### src/rtl/pipe_drain_pkg.sv
// ============================================================================
// Module   : pipe_drain_pkg
// Purpose  : Default sizing constants and width helper for pipe_drain.
// Revision : 1.0
// ============================================================================
`default_nettype none

package pipe_drain_pkg;

    localparam int DEF_WIDTH    = 4;
    localparam int DEF_DEPTH    = 4;
    localparam int DEF_TICK_DIV = 125000000;

    // Width able to hold 0..depth inclusive.
    function automatic int count_w(input int depth);
        return $clog2(depth + 1);
    endfunction

endpackage

`default_nettype wire

### src/rtl/pipe_drain_if.sv
// ============================================================================
// Module   : pipe_drain_if
// Purpose  : Upstream handshake and slow-side outputs of pipe_drain.
//            PIPE_DRAIN_UNDERRUN_EN adds the sticky underrun flag.
// Revision : 1.0
// ============================================================================
`default_nettype none

interface pipe_drain_if
    import pipe_drain_pkg::*;
#(
    parameter int WIDTH = DEF_WIDTH,
    parameter int DEPTH = DEF_DEPTH
);
    localparam int CNT_W = count_w(DEPTH);

    logic             s_valid;
    logic [WIDTH-1:0] s_data;
    logic             s_ready;
    logic [WIDTH-1:0] q;
    logic             q_valid;
    logic [CNT_W-1:0] count;
`ifdef PIPE_DRAIN_UNDERRUN_EN
    logic             underrun;

    modport master (output s_valid, s_data,
                    input  s_ready, q, q_valid, count, underrun);
    modport slave  (input  s_valid, s_data,
                    output s_ready, q, q_valid, count, underrun);
`else
    modport master (output s_valid, s_data,
                    input  s_ready, q, q_valid, count);
    modport slave  (input  s_valid, s_data,
                    output s_ready, q, q_valid, count);
`endif

endinterface

`default_nettype wire

### src/rtl/pipe_drain_tick_gen.sv
// ============================================================================
// Module   : tick_gen
// Purpose  : Free-running prescaler; one-cycle tick every TICK_DIV clocks.
// Revision : 1.0
// ============================================================================
`default_nettype none

module tick_gen #(
    parameter int TICK_DIV = 4
) (
    input  wire logic clk,
    input  wire logic rst,
    output logic      tick
);
    localparam int CNT_W = $clog2(TICK_DIV);
    localparam logic [CNT_W-1:0] c_last_cnt = CNT_W'(TICK_DIV - 1);

    logic [CNT_W-1:0] tick_cnt_q;
    logic [CNT_W-1:0] tick_cnt_d;

    assign tick = (tick_cnt_q == c_last_cnt);

    always_comb begin
        tick_cnt_d = tick ? '0 : tick_cnt_q + CNT_W'(1);
    end

    always_ff @(posedge clk) begin
        if (rst) begin
            tick_cnt_q <= '0;
        end else begin
            tick_cnt_q <= tick_cnt_d;
        end
    end

endmodule

`default_nettype wire

### src/rtl/pipe_drain.sv
// ============================================================================
// Module   : pipe_drain
// Purpose  : FIFO-buffered pipeline sink releasing one word per prescaler tick.
//            Optional sticky underrun flag: define PIPE_DRAIN_UNDERRUN_EN.
// Revision : 1.0
// ============================================================================
`default_nettype none

module pipe_drain
    import pipe_drain_pkg::*;
#(
    parameter int WIDTH    = DEF_WIDTH,
    parameter int DEPTH    = DEF_DEPTH,
    parameter int TICK_DIV = DEF_TICK_DIV
) (
    input  wire logic     clk,
    input  wire logic     rst,
    pipe_drain_if.slave   bus
);
    localparam int PTR_W = $clog2(DEPTH);
    localparam int CNT_W = count_w(DEPTH);
    localparam logic [CNT_W-1:0] c_full = CNT_W'(DEPTH);

    logic [WIDTH-1:0] mem_q [DEPTH];
    logic [PTR_W-1:0] wptr_q, wptr_d;
    logic [PTR_W-1:0] rptr_q, rptr_d;
    logic [CNT_W-1:0] count_q, count_d;
    logic [WIDTH-1:0] q_q, q_d;
    logic             q_valid_q, q_valid_d;

    logic w_tick;
    logic w_push;
    logic w_pop;

    tick_gen #(
        .TICK_DIV (TICK_DIV)
    ) u_tick_gen (
        .clk  (clk),
        .rst  (rst),
        .tick (w_tick)
    );

    // Ready depends only on the registered count so upstream sees no comb loop.
    assign bus.s_ready = !rst && (count_q != c_full);
    assign w_push      = bus.s_valid && bus.s_ready;
    assign w_pop       = w_tick && (count_q != '0);

    always_comb begin
        wptr_d    = wptr_q;
        rptr_d    = rptr_q;
        count_d   = count_q;
        q_d       = q_q;
        q_valid_d = 1'b0;
        if (w_push) begin
            wptr_d = wptr_q + PTR_W'(1);
        end
        if (w_pop) begin
            q_d       = mem_q[rptr_q];
            rptr_d    = rptr_q + PTR_W'(1);
            q_valid_d = 1'b1;
        end
        case ({w_push, w_pop})
            2'b10:   count_d = count_q + CNT_W'(1);
            2'b01:   count_d = count_q - CNT_W'(1);
            default: count_d = count_q;
        endcase
    end

    always_ff @(posedge clk) begin
        if (rst) begin
            wptr_q    <= '0;
            rptr_q    <= '0;
            count_q   <= '0;
            q_q       <= '0;
            q_valid_q <= 1'b0;
        end else begin
            wptr_q    <= wptr_d;
            rptr_q    <= rptr_d;
            count_q   <= count_d;
            q_q       <= q_d;
            q_valid_q <= q_valid_d;
        end
    end

    // Storage needs no reset: count gates every read.
    always_ff @(posedge clk) begin
        if (w_push) begin
            mem_q[wptr_q] <= bus.s_data;
        end
    end

    assign bus.q       = q_q;
    assign bus.q_valid = q_valid_q;
    assign bus.count   = count_q;

`ifdef PIPE_DRAIN_UNDERRUN_EN
    logic underrun_q, underrun_d;

    always_comb begin
        underrun_d = underrun_q | (w_tick && (count_q == '0));
    end

    always_ff @(posedge clk) begin
        if (rst) begin
            underrun_q <= 1'b0;
        end else begin
            underrun_q <= underrun_d;
        end
    end

    assign bus.underrun = underrun_q;
`endif

endmodule

`default_nettype wire

### src/flat_wrapper.sv
// flat-port wrapper written by rule: the top's interface ports become plain ports
module pipe_drain_flat import pipe_drain_pkg::*;
#(
    parameter int WIDTH    = DEF_WIDTH,
    parameter int DEPTH    = DEF_DEPTH,
    parameter int TICK_DIV = DEF_TICK_DIV
)
  (clk, rst, bus_s_valid, bus_s_data, bus_s_ready, bus_q, bus_q_valid, bus_count);
  pipe_drain_if #(.WIDTH(WIDTH), .DEPTH(DEPTH)) bus_i ();
  input  wire logic clk;
  input  wire logic rst;
  input wire logic [$bits(bus_i.s_valid)-1:0] bus_s_valid;
  input wire logic [$bits(bus_i.s_data)-1:0] bus_s_data;
  output wire logic [$bits(bus_i.s_ready)-1:0] bus_s_ready;
  output wire logic [$bits(bus_i.q)-1:0] bus_q;
  output wire logic [$bits(bus_i.q_valid)-1:0] bus_q_valid;
  output wire logic [$bits(bus_i.count)-1:0] bus_count;
  assign bus_i.s_valid = bus_s_valid;
  assign bus_i.s_data = bus_s_data;
  assign bus_s_ready = bus_i.s_ready;
  assign bus_q = bus_i.q;
  assign bus_q_valid = bus_i.q_valid;
  assign bus_count = bus_i.count;
  pipe_drain #(.WIDTH(WIDTH), .DEPTH(DEPTH), .TICK_DIV(TICK_DIV)) u_core (.clk(clk), .rst(rst), .bus(bus_i));
endmodule
### config.mk
export PLATFORM = sky130hd
export DESIGN_NAME = pipe_drain_flat
export DESIGN_NICKNAME = d
export VERILOG_FILES = /design/src/rtl/pipe_drain_pkg.sv /design/src/rtl/pipe_drain_if.sv /design/src/rtl/pipe_drain_tick_gen.sv /design/src/rtl/pipe_drain.sv /design/src/flat_wrapper.sv
export SDC_FILE = /design/constraint.sdc
export NUM_CORES = 1
export LEC_CHECK = 0
export CORE_AREA = 2 2 72 74
export CTS_BUF_LIST = sky130_fd_sc_hd__clkbuf_2 sky130_fd_sc_hd__clkbuf_4 sky130_fd_sc_hd__clkbuf_8
export DETAILED_ROUTE_END_ITERATION = 8
export DIE_AREA = 0 0 74 76
export PLACE_DENSITY = 0.77
export SYNTH_ARGS = -nofsm -noshare
export SYNTH_HDL_FRONTEND = slang
export SYNTH_HIERARCHICAL = 1
export SYNTH_SLANG_ARGS = --single-unit
### constraint.sdc
create_clock -name clk -period 3.2 [get_ports clk]
set_input_delay 0.64 -clock clk [delete_from_list [all_inputs] [get_ports clk]]
set_output_delay 0.64 -clock clk [all_outputs]
set_load 0.01 [all_outputs]
==> out/qor.csv <==
stage;metric;value;unit
flow_run;max_cap viols;0;
yosys;total of flip-flops plus latches after synthesis;55;
layout;Layout Cell Area excl Fill;2870;sq um
floorplanning;total core area;4910;sq um
clocking;Skew-Pair Late Insertion Delay;0.32;ns
sta;setup slack after layout;0.301;ns
critical_path;critical setup path kind;reg2reg;
layout;Final nets;265;
sta;FMAX;0.345;GHz
floorplanning;Die ar.;5620;sq um
sta;unrepaired setup endpoints after global routing;false;
sta;relative max-transition margin;72.4;%
yosys;adder-cell share of the synthesized area;3.70;%
sta;Least-Margin Pin Slew;0.409;ns
floorplanning;number of I/O pins;16;
yosys;fraction of synthesized cell area taken by the top area cell type;30.4;%
critical_path;top fanout value on the critical path;7;
yosys;nets in the synthesized netlist;246;
yosys;post-synthesis compound-gate area fraction;8.28;%
yosys;post-synthesis simple-gate area fraction;22.6;%
yosys;part of the Yosys area used for sequential elements;49.1;%
pwr;total power of the final layout;1.20;mW
global_routing;antenna violations before repair;0;
placement;detailed placer's ending HPWL;3.06;mm
detailed_routing;total via count in the routed design;1789;
layout;diodes inserted;0;
yosys;synthesized netlist cell count;232;
detailed_routing;sum of routed wire length over all layers;4.35;mm
sta;total count of max-transition violations in the final report;0;
yosys;Warnings, synthesis;6;
placement;Buffers on Ports;15;
global_routing;wire length of the first global-routing pass;7.36;mm
clocking;number of buffers added by the clock tree synthesis step;5;
yosys;Synth area leader;sky130_fd_sc_hd__dfxtp_1;
critical_path;Crit. End Element;flip-flop;
detailed_routing;number of design rule violations left after detail routing;0;
placement;post-placement setup slack;0.325;ns
pwr;leakage power total;1.01;nW
critical_path;buffering stage count on the worst path with inverters included;2;
floorplanning;std cell rows;26;
clocking;CTS sink cnt;55;
run_status;status;finished clean;
detailed_routing;per-cell via count in the routed design;5.56;
global_routing;largest net degree at the start of global routing;28;
critical_path;data required time of the worst path;3.46;ns
detailed_routing;number of violations reported at the end of detailed-routing iteration 0;102;
layout;layout-stage area growth over the synthesis result;11.5;%
clocking;post_cts resized;0;
yosys;largest family of logic cells by synthesized area;simple AND/OR/NAND/NOR gates;
global_routing;vias in the first global route;1670;
sta;period utilization;90.6;%
clocking;Post-CTS Repair Setup Buffers;0;
yosys;post-synthesis share of cell area spent on xor and xnor gates;5.45;%
critical_path;Max stage delay cell, worst path;sky130_fd_sc_hd__nor3_1;
pwr;Cell Pwr Density;418;nW/um^2
yosys;cell types occupying the most area after synthesis;sky130_fd_sc_hd__dfxtp_1 (30%), sky130_fd_sc_hd__edfxtp_1 (19%), sky130_fd_sc_hd__xor2_1 (4.4%);
clocking;Clock H-tree levels;2;
clocking;clock transition time at the flip-flop clock pins of the worst setup and hold paths;0.10;ns
detailed_routing;Pre-antenna DRT Iters;6;
critical_path;cell type with the highest occurrence count on the critical path;sky130_fd_sc_hd__inv_1;
global_routing;grt total ovfl;0;
detailed_routing;post-detailed-route wirelength per cell;13.5;microns
sta;endpoints failing hold;0;
critical_path;arrival time of data at the critical path endpoint;3.16;ns
sta;Final min period;2.90;ns
clocking;buffer cell driving the clock tree root;sky130_fd_sc_hd__clkbuf_8;
critical_path;worst path cell trace;nor4bb_1, nand4_1, nor3_1, o31ai_4, inv_1, ha_1, inv_1, fa_1, xor2_1, or3_1, a21oi_1;
layout;most common library cell in the layout ignoring fill and taps;sky130_fd_sc_hd__dfxtp_1;
placement;area post-placement;2770;sq um
critical_path;reg-to-reg critical path startpoint;u_core/u_tick_gen/tick_cnt_q[9];
yosys;portion of netlist area occupied by mux cells;6.62;%
hold_path;Hold Path Class;reg2reg;
sta;final worst clock skew;0.00387;ns
clocking;CTS tree;built;
critical_path;crit start category;flip-flop;
critical_path;category of cells accounting for the largest share of critical-path delay;simple AND/OR/NAND/NOR gates;
yosys;average instance area after synthesis;11.1;sq um
detailed_routing;DRT antenna net count;0;
layout;highest-count cells in the layout ignoring fill and taps;sky130_fd_sc_hd__dfxtp_1 (39), sky130_fd_sc_hd__nor2_1 (28), sky130_fd_sc_hd__edfxtp_1 (16);
yosys;Post-Synthesis Cell Area;2570;sq um
floorplanning;Die Ht;76;microns
layout;fraction of final layout cells with drive strength greater than 1;10.3;%
global_routing;global-route usage over all layers;16.8;%
floorplanning;horizontal extent of the die;74;microns
placement;Routability Congestion;0.770;
clocking;worst-case clock buffer depth;2;
hold_path;beginning of the worst hold path;u_core/u_tick_gen/tick_cnt_q[0];
floorplanning;initial cell density of the core;52.3;%
critical_path;delay contributed by the slowest stage of the critical path;0.41;ns
clocking;quantity of hold-fixing buffers added after cts;0;
layout;final-layout fill cell count;421;
yosys;count of distinct cell types in the synthesized netlist;42;
critical_path;crit path launch;u_core/u_tick_gen/tick_cnt_q[9];
sta;Sum Neg Setup Slack;0;ns
pwr;IR Drop Worst-Case VDD;0.000192;V
sta;Finish-stage setup viols;0;
final cells by class:
cell class | count | area (sq um) | area share [%]
Timing Repair Buffer | 20 | 188 | 6.55
Clock buffer | 5 | 68.8 | 2.40
Sequential cell | 55 | 1260 | 44.0
Tap cell | 70 | 87.6 | 3.06
Inverter | 10 | 37.5 | 1.31
Clock inverter | 3 | 25.0 | 0.873
Multi-Input combinational cell | 159 | 1200 | 41.8
registers in the layout, indices dropped and copies added, names as in the netlist:
name                          cells
u_core/bus.q_valid                1
u_core/bus.q                      4
u_core/mem_q                     16
u_core/u_tick_gen/tick_cnt_q     27
u_core/rptr_q                     2
u_core/wptr_q                     2
u_core/bus.count                  3
worst register-to-register path, cell delays in order (launching register included):
cell,delay (ns)
sky130_fd_sc_hd__dfxtp_1,0.38
sky130_fd_sc_hd__nor4bb_1,0.32
sky130_fd_sc_hd__nand4_1,0.23
sky130_fd_sc_hd__nor3_1,0.41
sky130_fd_sc_hd__o31ai_4,0.21
sky130_fd_sc_hd__inv_1,0.10
sky130_fd_sc_hd__ha_1,0.18
sky130_fd_sc_hd__inv_1,0.06
sky130_fd_sc_hd__fa_1,0.37
sky130_fd_sc_hd__xor2_1,0.15
sky130_fd_sc_hd__or3_1,0.31
sky130_fd_sc_hd__a21oi_1,0.14
stage by stage:
stage	hold WS, ns	utilization (%)	cells
after floorplan	0.426	-	232
after global placement	0.440	56.4	314
after detailed placement	0.448	56.4	314
after CTS	0.472	58.4	322
after global routing	0.513	58.4	322
final	0.466	58.4	322
where the power goes:
part / internal, mW / switching (mW)
sequential: 0.731 / 0.0113
combinational: 0.0314 / 0.0342
clock: 0.157 / 0.233
total: 0.919 / 0.279
worst paths after layout:
kind	endpoint	slack, ns	cells after the start
max reg2reg	u_core/bus.count[2]	0.30	11
min reg2reg	u_core/u_tick_gen/tick_cnt_q[0]	0.47	1
max	u_core/bus.count[2]	0.30	11
min	u_core/u_tick_gen/tick_cnt_q[0]	0.47	1
cells in the mapped netlist, drive strengths merged:
library cell   n
dfxtp         39
nor2          28
edfxtp        16
a21oi         15
xor2          13
nand4         11
inv           10
nand3         10
nand2          9
o21ai          8
or3            8
and2           7
buf            7
o31ai          7
ha             6
mux2i          5
or4            5
and4           4
mux4           4
and3           3
xnor2          3
nor3b          2
nor4           2
clkbuf         1
fa             1
mux2           1
nand2b         1
nor3           1
nor4b          1
nor4bb         1
o311ai         1
o41ai          1
or4b           1
cells by family after synthesis:
group,after synthesis
simple gates,94
fa+ha+maj,7
xor+xnor,16
flops,55
mux,10
buf+inv,18
compound gates,32
layer usage:
metal	up-vias	GRT usage (%)	share of wire (%)
li1	887	-	-
met1	872	22.8	50
met2	23	24.6	45
met3	7	4.50	2.9
met4	0	8.18	2.0
met5	-	0	0
Power figures use the tool's default switching activity.
